==> src/rtl/mem_stage.sv <==
// MIPS memory-access stage: drives the data-memory request port, resolves branches
// and holds the MEM/WB pipeline register. Accesses that run past TIMEOUT are aborted.
module mem_stage #(
  parameter int DATA_W  = 32,
  parameter int TIMEOUT = 15
) (
  input  logic              clk,
  input  logic              reset_n,
  input  logic              valid_in,
  input  logic [1:0]        wb_in,
  input  logic [2:0]        m_in,
  input  logic [DATA_W-1:0] pc_in,
  input  logic              zero_in,
  input  logic [DATA_W-1:0] alu_result_in,
  input  logic [DATA_W-1:0] write_data_in,
  input  logic [4:0]        write_reg_in,
  output logic              mem_req,
  output logic              mem_we,
  output logic [DATA_W-1:0] mem_addr,
  output logic [DATA_W-1:0] mem_wdata,
  input  logic [DATA_W-1:0] mem_rdata,
  input  logic              mem_ready,
  output logic              stall,
  output logic              pcsrc,
  output logic [DATA_W-1:0] branch_target,
  output logic              mem_err,
  output logic              valid_out,
  output logic [1:0]        wb_out,
  output logic [DATA_W-1:0] read_data_out,
  output logic [DATA_W-1:0] alu_result_out,
  output logic [4:0]        write_reg_out
);

  typedef enum logic {IDLE = 1'b0, WAIT = 1'b1} state_t;

  localparam logic [7:0] CNT_LAST = 8'(TIMEOUT - 1);

  state_t            state_q, state_d;
  logic [7:0]        cnt_q, cnt_d;
  logic              req_q, req_d;
  logic              we_q, we_d;
  logic [DATA_W-1:0] addr_q, addr_d;
  logic [DATA_W-1:0] wdata_q, wdata_d;
  logic              err_q, err_d;
  logic              valid_q, valid_d;
  logic [1:0]        wb_q, wb_d;
  logic [DATA_W-1:0] rdata_q, rdata_d;
  logic [DATA_W-1:0] alu_q, alu_d;
  logic [4:0]        wreg_q, wreg_d;
  logic              memop;

  assign memop         = valid_in & (m_in[1] | m_in[0]);
  assign pcsrc         = valid_in & m_in[2] & zero_in;
  assign branch_target = pc_in;
  assign stall         = ((state_q == IDLE) & memop) | ((state_q == WAIT) & ~mem_ready);

  always_comb begin
    state_d = state_q;
    cnt_d   = cnt_q;
    req_d   = req_q;
    we_d    = we_q;
    addr_d  = addr_q;
    wdata_d = wdata_q;
    err_d   = 1'b0;
    valid_d = valid_q;
    wb_d    = wb_q;
    rdata_d = rdata_q;
    alu_d   = alu_q;
    wreg_d  = wreg_q;
    case (state_q)
      IDLE: begin
        if (memop) begin
          // MemWrite wins when both MemRead and MemWrite are set
          addr_d  = alu_result_in;
          wdata_d = write_data_in;
          we_d    = m_in[0];
          req_d   = 1'b1;
          cnt_d   = 8'd0;
          state_d = WAIT;
          valid_d = 1'b0;
          wb_d    = 2'b00;
        end else if (valid_in) begin
          valid_d = 1'b1;
          wb_d    = wb_in;
          alu_d   = alu_result_in;
          wreg_d  = write_reg_in;
        end else begin
          valid_d = 1'b0;
          wb_d    = 2'b00;
        end
      end
      WAIT: begin
        if (mem_ready) begin
          req_d   = 1'b0;
          state_d = IDLE;
          valid_d = 1'b1;
          wb_d    = wb_in;
          alu_d   = alu_result_in;
          wreg_d  = write_reg_in;
          if (!we_q) rdata_d = mem_rdata;
        end else if (cnt_q == CNT_LAST) begin
          // Squashed write-back; the instruction stays in EX/MEM and retries
          req_d   = 1'b0;
          err_d   = 1'b1;
          state_d = IDLE;
          valid_d = 1'b1;
          wb_d    = 2'b00;
        end else begin
          cnt_d   = cnt_q + 8'd1;
          valid_d = 1'b0;
        end
      end
      default: state_d = IDLE;
    endcase
  end

  always_ff @(posedge clk or negedge reset_n) begin
    if (!reset_n) begin
      state_q <= IDLE;
      cnt_q   <= 8'd0;
      req_q   <= 1'b0;
      we_q    <= 1'b0;
      addr_q  <= '0;
      wdata_q <= '0;
      err_q   <= 1'b0;
      valid_q <= 1'b0;
      wb_q    <= 2'b00;
      rdata_q <= '0;
      alu_q   <= '0;
      wreg_q  <= 5'd0;
    end else begin
      state_q <= state_d;
      cnt_q   <= cnt_d;
      req_q   <= req_d;
      we_q    <= we_d;
      addr_q  <= addr_d;
      wdata_q <= wdata_d;
      err_q   <= err_d;
      valid_q <= valid_d;
      wb_q    <= wb_d;
      rdata_q <= rdata_d;
      alu_q   <= alu_d;
      wreg_q  <= wreg_d;
    end
  end

  assign mem_req        = req_q;
  assign mem_we         = we_q;
  assign mem_addr       = addr_q;
  assign mem_wdata      = wdata_q;
  assign mem_err        = err_q;
  assign valid_out      = valid_q;
  assign wb_out         = wb_q;
  assign read_data_out  = rdata_q;
  assign alu_result_out = alu_q;
  assign write_reg_out  = wreg_q;

endmodule

==> config.mk <==
export PLATFORM = sky130hd
export DESIGN_NAME = mem_stage
export DESIGN_NICKNAME = d
export VERILOG_FILES = /design/src/rtl/mem_stage.sv
export SDC_FILE = /design/constraint.sdc
export NUM_CORES = 1
export LEC_CHECK = 0
export ABC_AREA = 1
export ABC_CLOCK_PERIOD_IN_PS = 1400
export BUFFER_PORTS_ARGS = -buffer_cell sky130_fd_sc_hd__buf_2
export CORE_MARGIN = 1.5
export CORE_UTILIZATION = 40
export CTS_CLUSTER_DIAMETER = 120
export DETAILED_ROUTE_END_ITERATION = 6
export PLACE_DENSITY_LB_ADDON = 0.3
export SYNTH_ARGS = -nofsm -noshare
export SYNTH_HDL_FRONTEND = slang
export SYNTH_SLANG_ARGS = --single-unit
==> constraint.sdc <==
create_clock -name clk -period 1.4 [get_ports clk]
set_clock_uncertainty 0.2 [all_clocks]
set_input_delay 0.21 -clock clk [delete_from_list [all_inputs] [get_ports clk]]
set_output_delay 0.21 -clock clk [all_outputs]
set_load 0.03 [all_outputs]
==> metrics.csv, run 1 <==
stage,metric,value,unit
synth,Mapped Cells,674,
finish,filler instances,1062,
synth,syn avg cell area,9.070,sq um
power_and_ir_drop,Clk pwr share,27.1,%
sta,Hold WS,-0.01742,ns
finish,Area Overhead vs Synth,77.88,%
run_status,failing checks,"hold timing, setup timing",
global_route,total global routing overflow,0,
min_path,hold depth,4,
synth,Yosys top cell area share,60.58,%
sta,Max Freq,0.5996,GHz
finish,most frequent cells in the layout,"nand2_1, dfrtp_1, buf_2, dlygate4sd3_1, buf_6",
flow_run,max-cap violations,0,
sta,Final Max Tran Viols,0,
synth,Synth warnings,0,
power_and_ir_drop,sequential share of power,32.9,%
synth,largest family of logic cells by synthesized area,simple AND/OR/NAND/NOR gates,
sta,Final setup viols,166,
finish,nets,1209,
detailed_routing,# DRC,0,
sta,Slew HR,71.03,%
setup_path,reg-to-reg startpoint,state_q,
floorplanning,# IOs,316,
floorplanning,initial core utilization,40.51,%
floorplanning,Row Count,45,
floorplanning,Die Ht,126.6,um
synth,Synth Register Bits,148,
finish,Layout Utilization,72.06,%
sta,RSZ-0062 raised after global routing,true,
run_status,outcome,finished with violations,
detailed_routing,DRT Wirelength,21910,um
synth,post-synthesis mux area share,0,%
sta,Final Worst Setup Slack,-0.2677,ns
synth,"Net Count, Synth",819,
power_and_ir_drop,Leakage,5.740,nW
sta,Final Hold Viols,1,
setup_path,reg2reg end,alu_result_out[18],
detailed_routing,WL per Instance,17.30,um
detailed_routing,Post-Route M1 WL,8325,um
sta,Worst-Margin Slew,0.4346,ns
clock_tree,worst skew pair latency,0.43,ns
placement,dpl ws,-0.1053,ns
detailed_routing,WL met3,1486,um
power_and_ir_drop,Power Density,1732,nW/um^2
detailed_routing,met2 wire length,11300,um
min_path,worst hold path type,input pin to flop,
synth,Synth area leaders,"dfrtp_1, nand2_1, o21ai_0",
synth,post-synthesis sequential area ratio,60.58,%
global_route,largest net degree at the start of global routing,36,
clock_tree,Max Buffers Root-to-Sink,2,
placement,RePlAce Congestion,0.8164,
global_route,vias in the first global route,6403,
setup_path,CP required,0.99,ns
global_route,first-pass GRT wire length,33050,um
synth,post-synthesis simple-gate area fraction,23.35,%
synth,Compound-Gate Fraction of Synth Area,6.222,%
clock_tree,TritonCTS clock tree,yes,
detailed_routing,uppermost layer routed,met4,
clock_tree,H-Tree Depth,4,
detailed_routing,post-route ant nets,0,
synth,post-synthesis adder-cell area fraction,0.4093,%
placement,PortBufs,251,
power_and_ir_drop,internal power,11.79,mW
power_and_ir_drop,Sw Pwr,7.043,mW
synth,Synth cell types,23,
global_route,Total GRT Usage,27.01,%
setup_path,flop2flop setup slack,-0.26,ns
setup_path,worst r2r path cells,8,
setup_path,crit path launch type,flop,
clock_tree,TritonCTS buffer count,17,
detailed_routing,via count,6249,
synth,Synth area leader,dfrtp_1,
setup_path,worst-path fanout max,3,
floorplanning,Die Span X,126.6,um
power_and_ir_drop,Pwr Total,18.84,mW
synth,Synth Cell Area,6113,sq um
placement,hpwl dp,11180,um
clock_tree,Clock transition at path regs,0.06,ns
synth,Synth Area in XOR/XNOR,0,%
power_and_ir_drop,Max IR drop VDD,0.8901,mV
power_and_ir_drop,sw frac,37.39,%
detailed_routing,DRT iter0 DRCs,336,
sta,fin crit share,119.1,%
sta,Tmin final,1.668,ns
power_and_ir_drop,Logic pwr share,40.0,%
setup_path,critical path type,flop to output port,
detailed_routing,vias per cell,4.936,
clock_tree,CTS Sinks,148,
finish,"commonest non-fill, non-tap cell in the layout",nand2_1,
finish,share of layout cells above drive strength 1,39.55,%
setup_path,crit path DAT,1.26,ns
min_path,WHS Endpoint,valid_out,
setup_path,Worst Setup End Kind,output port,
global_route,antenna violations before repair,1,
min_path,HP Start,m_in[1],
floorplanning,die area,16030,sq um
detailed_routing,Pre-antenna DRT Iters,5,
clock_tree,clock root buffer,clkbuf_16,
floorplanning,CORE AREA,15090,sq um
-- cell usage after synthesis, drive strengths merged --
library cell    n
o21ai          65
o21bai          2
nand2         273
nor2           11
buf            52
nor3            2
inv            45
ha              2
clkbuf         12
and3            1
nand3          59
a21oi           2
dfrtp         148
-- cell type report --
type / instances / area, sq um / share of cell area [%]
Multi-Input combinational cell: 418 / 2081 / 19.13
Inverter: 45 / 171.4 / 1.576
Timing Repair Buffer: 434 / 4025 / 37.02
Antenna cell: 1 / 2.502 / 0.02301
Tap cell: 188 / 235.2 / 2.163
Clock inverter: 14 / 224.0 / 2.060
Clock buffer: 18 / 429.2 / 3.947
Sequential cell: 148 / 3706 / 34.08
-- power by group through the flow --
stage	registers, mW	logic, mW	clock network, mW
final	6.19	7.53	5.11
after CTS	6.09	7.16	5.13
after floorplan	8.16	1.45	0
after detailed placement	5.99	5.43	0
after global placement	5.98	5.34	0
after global routing	6.31	7.95	5.39
-- worst max-delay path by stage --
| stage | cells after the start | from | endpoint |
|---|---|---|---|
| finish | 4 | state_q | stall |
| global placement | 6 | cnt_q[1] | cnt_q[4] |
| detailed placement | 7 | state_q | read_data_out[2] |
| floorplan | 5 | state_q | stall |
| CTS | 4 | state_q | stall |
| global route | 9 | state_q | alu_result_out[25] |
-- sequential cells by signal, summed over array words and instances, names as in the netlist --
name / count
mem_wdata: 32
mem_addr: 32
mem_err: 1
mem_req: 1
state_q: 1
valid_out: 1
mem_we: 1
write_reg_out: 5
wb_out: 2
read_data_out: 32
alu_result_out: 32
cnt_q: 8
-- timing repair --
action                     4_1_cts  5_1_grt
setup endpoints to repair      218      301
setup buffers                   19        1
pin swaps                       11        8
gates resized for setup        253       64
cloned                          14        4
hold buffers                   107        0
hold endpoints to repair       285        0
-- stage by stage --
stage	setup TNS (ns)	instances	area, sq um
finish	-21.41	1266	10870
global route	-35.05	1266	10870
CTS	-27.74	1261	10630
detailed placement	-4.144	1090	7677
global placement	-1.429	1090	7677
floorplan	-0.05457	674	6166
-- worst max-delay path: stages, from the launching register on --
cell and delay, ns:
dfrtp_2 0.44, inv_2 0.09, nand3_4 0.11, nand2_8 0.09
buf_8 0.12
-- cell families (layout without fill, tap and decap cells) --
| family | after synthesis | after routing |
|---|---|---|
| buffers and inverters | 109 | 511 |
| other | 0 | 1 |
| AOI/OAI and AO/OA | 69 | 69 |
| adders and majority gates | 2 | 2 |
| and+or+nand+nor | 346 | 347 |
| DFF | 148 | 148 |
-- routing by layer --
| layer | track usage [%] | up-vias |
|---|---|---|
| met5 | 0 | - |
| met4 | 11.90 | 0 |
| met3 | 7.001 | 75 |
| met2 | 47.35 | 281 |
| met1 | 31.23 | 3018 |
| li1 | - | 2875 |
(Power assumes the default switching activity.)
==> run 2: changes to the inputs <==
--- a/config.mk
+++ b/config.mk
@@ -12,7 +12,7 @@
 export CORE_UTILIZATION = 40
 export CTS_CLUSTER_DIAMETER = 120
 export DETAILED_ROUTE_END_ITERATION = 6
-export PLACE_DENSITY_LB_ADDON = 0.3
+export PLACE_DENSITY = 0.76
 export SYNTH_ARGS = -nofsm -noshare
 export SYNTH_HDL_FRONTEND = slang
 export SYNTH_SLANG_ARGS = --single-unit
==> metrics.csv, run 2 (same netlist as run 1, synthesis figures left out) <==
stage,metric,value,unit
run_status,outcome,finished with violations,
run_status,failing checks,setup timing,
sta,Final Max Tran Viols,0,
power_and_ir_drop,Max IR drop VDD,0.9137,mV
placement,dpl ws,-0.1220,ns
finish,share of layout cells above drive strength 1,49.29,%
sta,fin crit share,126.6,%
finish,nets,1258,
power_and_ir_drop,Power Density,1668,nW/um^2
power_and_ir_drop,sequential share of power,32.0,%
detailed_routing,WL per Instance,19.37,um
floorplanning,Die Ht,126.6,um
finish,Post-Layout Cell Count,1314,
setup_path,crit path launch type,flop,
setup_path,CP required,1.52,ns
global_route,antenna violations before repair,0,
sta,Tmin final,1.772,ns
detailed_routing,# DRC,0,
floorplanning,die area,16030,sq um
finish,most frequent cells in the layout,"nand2_1, dfrtp_1, buf_6, buf_2, dlygate4sd3_1",
sta,Max Freq,0.5642,GHz
floorplanning,Row Count,45,
sta,Hold WS,0.1646,ns
power_and_ir_drop,Clk pwr share,23.8,%
clock_tree,clock root buffer,clkbuf_16,
setup_path,reg-to-reg startpoint,state_q,
clock_tree,worst skew pair latency,0.42,ns
global_route,first-pass GRT wire length,29900,um
setup_path,crit path DAT,1.90,ns
finish,Area Overhead vs Synth,92.63,%
power_and_ir_drop,Logic pwr share,44.1,%
sta,Slew HR,65.54,%
finish,"commonest non-fill, non-tap cell in the layout",nand2_1,
detailed_routing,via count,6731,
detailed_routing,Pre-antenna DRT Iters,5,
global_route,Total GRT Usage,23.92,%
floorplanning,initial core utilization,40.51,%
clock_tree,H-Tree Depth,4,
power_and_ir_drop,Sw Pwr,7.593,mW
setup_path,critical path startpoint,state_q,
finish,number of diodes,0,
power_and_ir_drop,internal power,12.06,mW
sta,Final Hold Viols,0,
clock_tree,Max Buffers Root-to-Sink,2,
detailed_routing,post-route ant nets,0,
setup_path,Worst Setup End Kind,flop,
placement,placed cells,1084,
sta,Worst-Margin Slew,0.5169,ns
placement,PortBufs,251,
global_route,vias in the first global route,6039,
global_route,largest net degree at the start of global routing,34,
min_path,worst hold path type,input pin to asynchronous set/reset pin,
clock_tree,TritonCTS buffer count,17,
placement,RePlAce Congestion,0.7950,
setup_path,reg2reg end,alu_result_out[19],
clock_tree,Clock transition at path regs,0.07,ns
floorplanning,Die Span X,126.6,um
sta,Final setup viols,167,
detailed_routing,DRT Wirelength,25450,um
setup_path,critical path type,flop to flop,
global_route,total global routing overflow,0,
finish,Layout Utilization,78.04,%
setup_path,worst-path fanout max,7,
detailed_routing,vias per cell,5.123,
sta,RSZ-0062 raised after global routing,true,
detailed_routing,DRT iter0 DRCs,432,
power_and_ir_drop,Pwr Total,19.65,mW
sta,Final Worst Setup Slack,-0.3723,ns
floorplanning,# IOs,316,
placement,hpwl dp,10890,um
power_and_ir_drop,sw frac,38.64,%
flow_run,max-cap violations,0,
setup_path,worst r2r path cells,8,
power_and_ir_drop,Leakage,6.210,nW
setup_path,flop2flop setup slack,-0.37,ns
clock_tree,CTS Sinks,148,
floorplanning,CORE AREA,15090,sq um
clock_tree,TritonCTS clock tree,yes,
## run 2: power by group through the flow
stage               logic, mW  registers [mW]  clock network (mW)
floorplan                1.45            8.16                   0
global placement         5.29            5.97                   0
detailed placement       5.38            5.99                   0
CTS                      6.11            5.98                4.67
global route             9.08            6.39                4.93
finish                   8.67            6.29                4.68
## run 2: through the flow
stage	TNS, ns	cell area (sq um)
after floorplan	-0.05457	6166
after global placement	-3.371	7620
after detailed placement	-4.584	7620
after CTS	-26.91	9751
after global routing	-38.97	11780
final	-31.29	11780
## run 2: critical path, cell delays in order, from the launching register on
cell       delay, ns
dfrtp_1         0.43
inv_2           0.08
buf_4           0.14
buf_6           0.13
nand2_4         0.08
nand2_8         0.09
buf_12          0.16
clkbuf_16       0.16
o21ai_0         0.19
## run 2: what timing repair did
| item | CTS | global route |
|---|---|---|
| hold buffers | 108 | 0 |
| pin swaps | 6 | 16 |
| gates cloned | 4 | 14 |
| endpoints found under the hold margin | 285 | 0 |
| setup buffers | 11 | 62 |
| resized for setup | 80 | 534 |
| setup endpoints to repair | 201 | 289 |
## run 2: per-layer routing
metal	vias to the layer above	GRT usage [%]	wire length, um
met5	-	0	0
met4	0	11.97	1381
met3	122	4.892	1519
met2	366	41.31	13430
met1	3272	28.49	9121
li1	2971	-	-
## run 2: layout make-up
type | count | area (sq um)
timing repair buffer | 484 | 4606
sequential | 148 | 3705
fill | 838 | 3313
multi-input combinational | 417 | 2450
clock buffer | 19 | 452.9
tap | 188 | 235.2
inverter | 45 | 181.4
clock inverter | 13 | 146.4
## run 2: how the worst max path moves through the flow
stage               depth (start not counted)  slack [ns]                 end
detailed placement                          7       -0.12        mem_addr[29]
floorplan                                   5       -0.04               stall
global route                                9       -0.41  alu_result_out[10]
global placement                            7       -0.10            cnt_q[0]
CTS                                         4       -0.26               stall
finish                                      8       -0.37  alu_result_out[19]
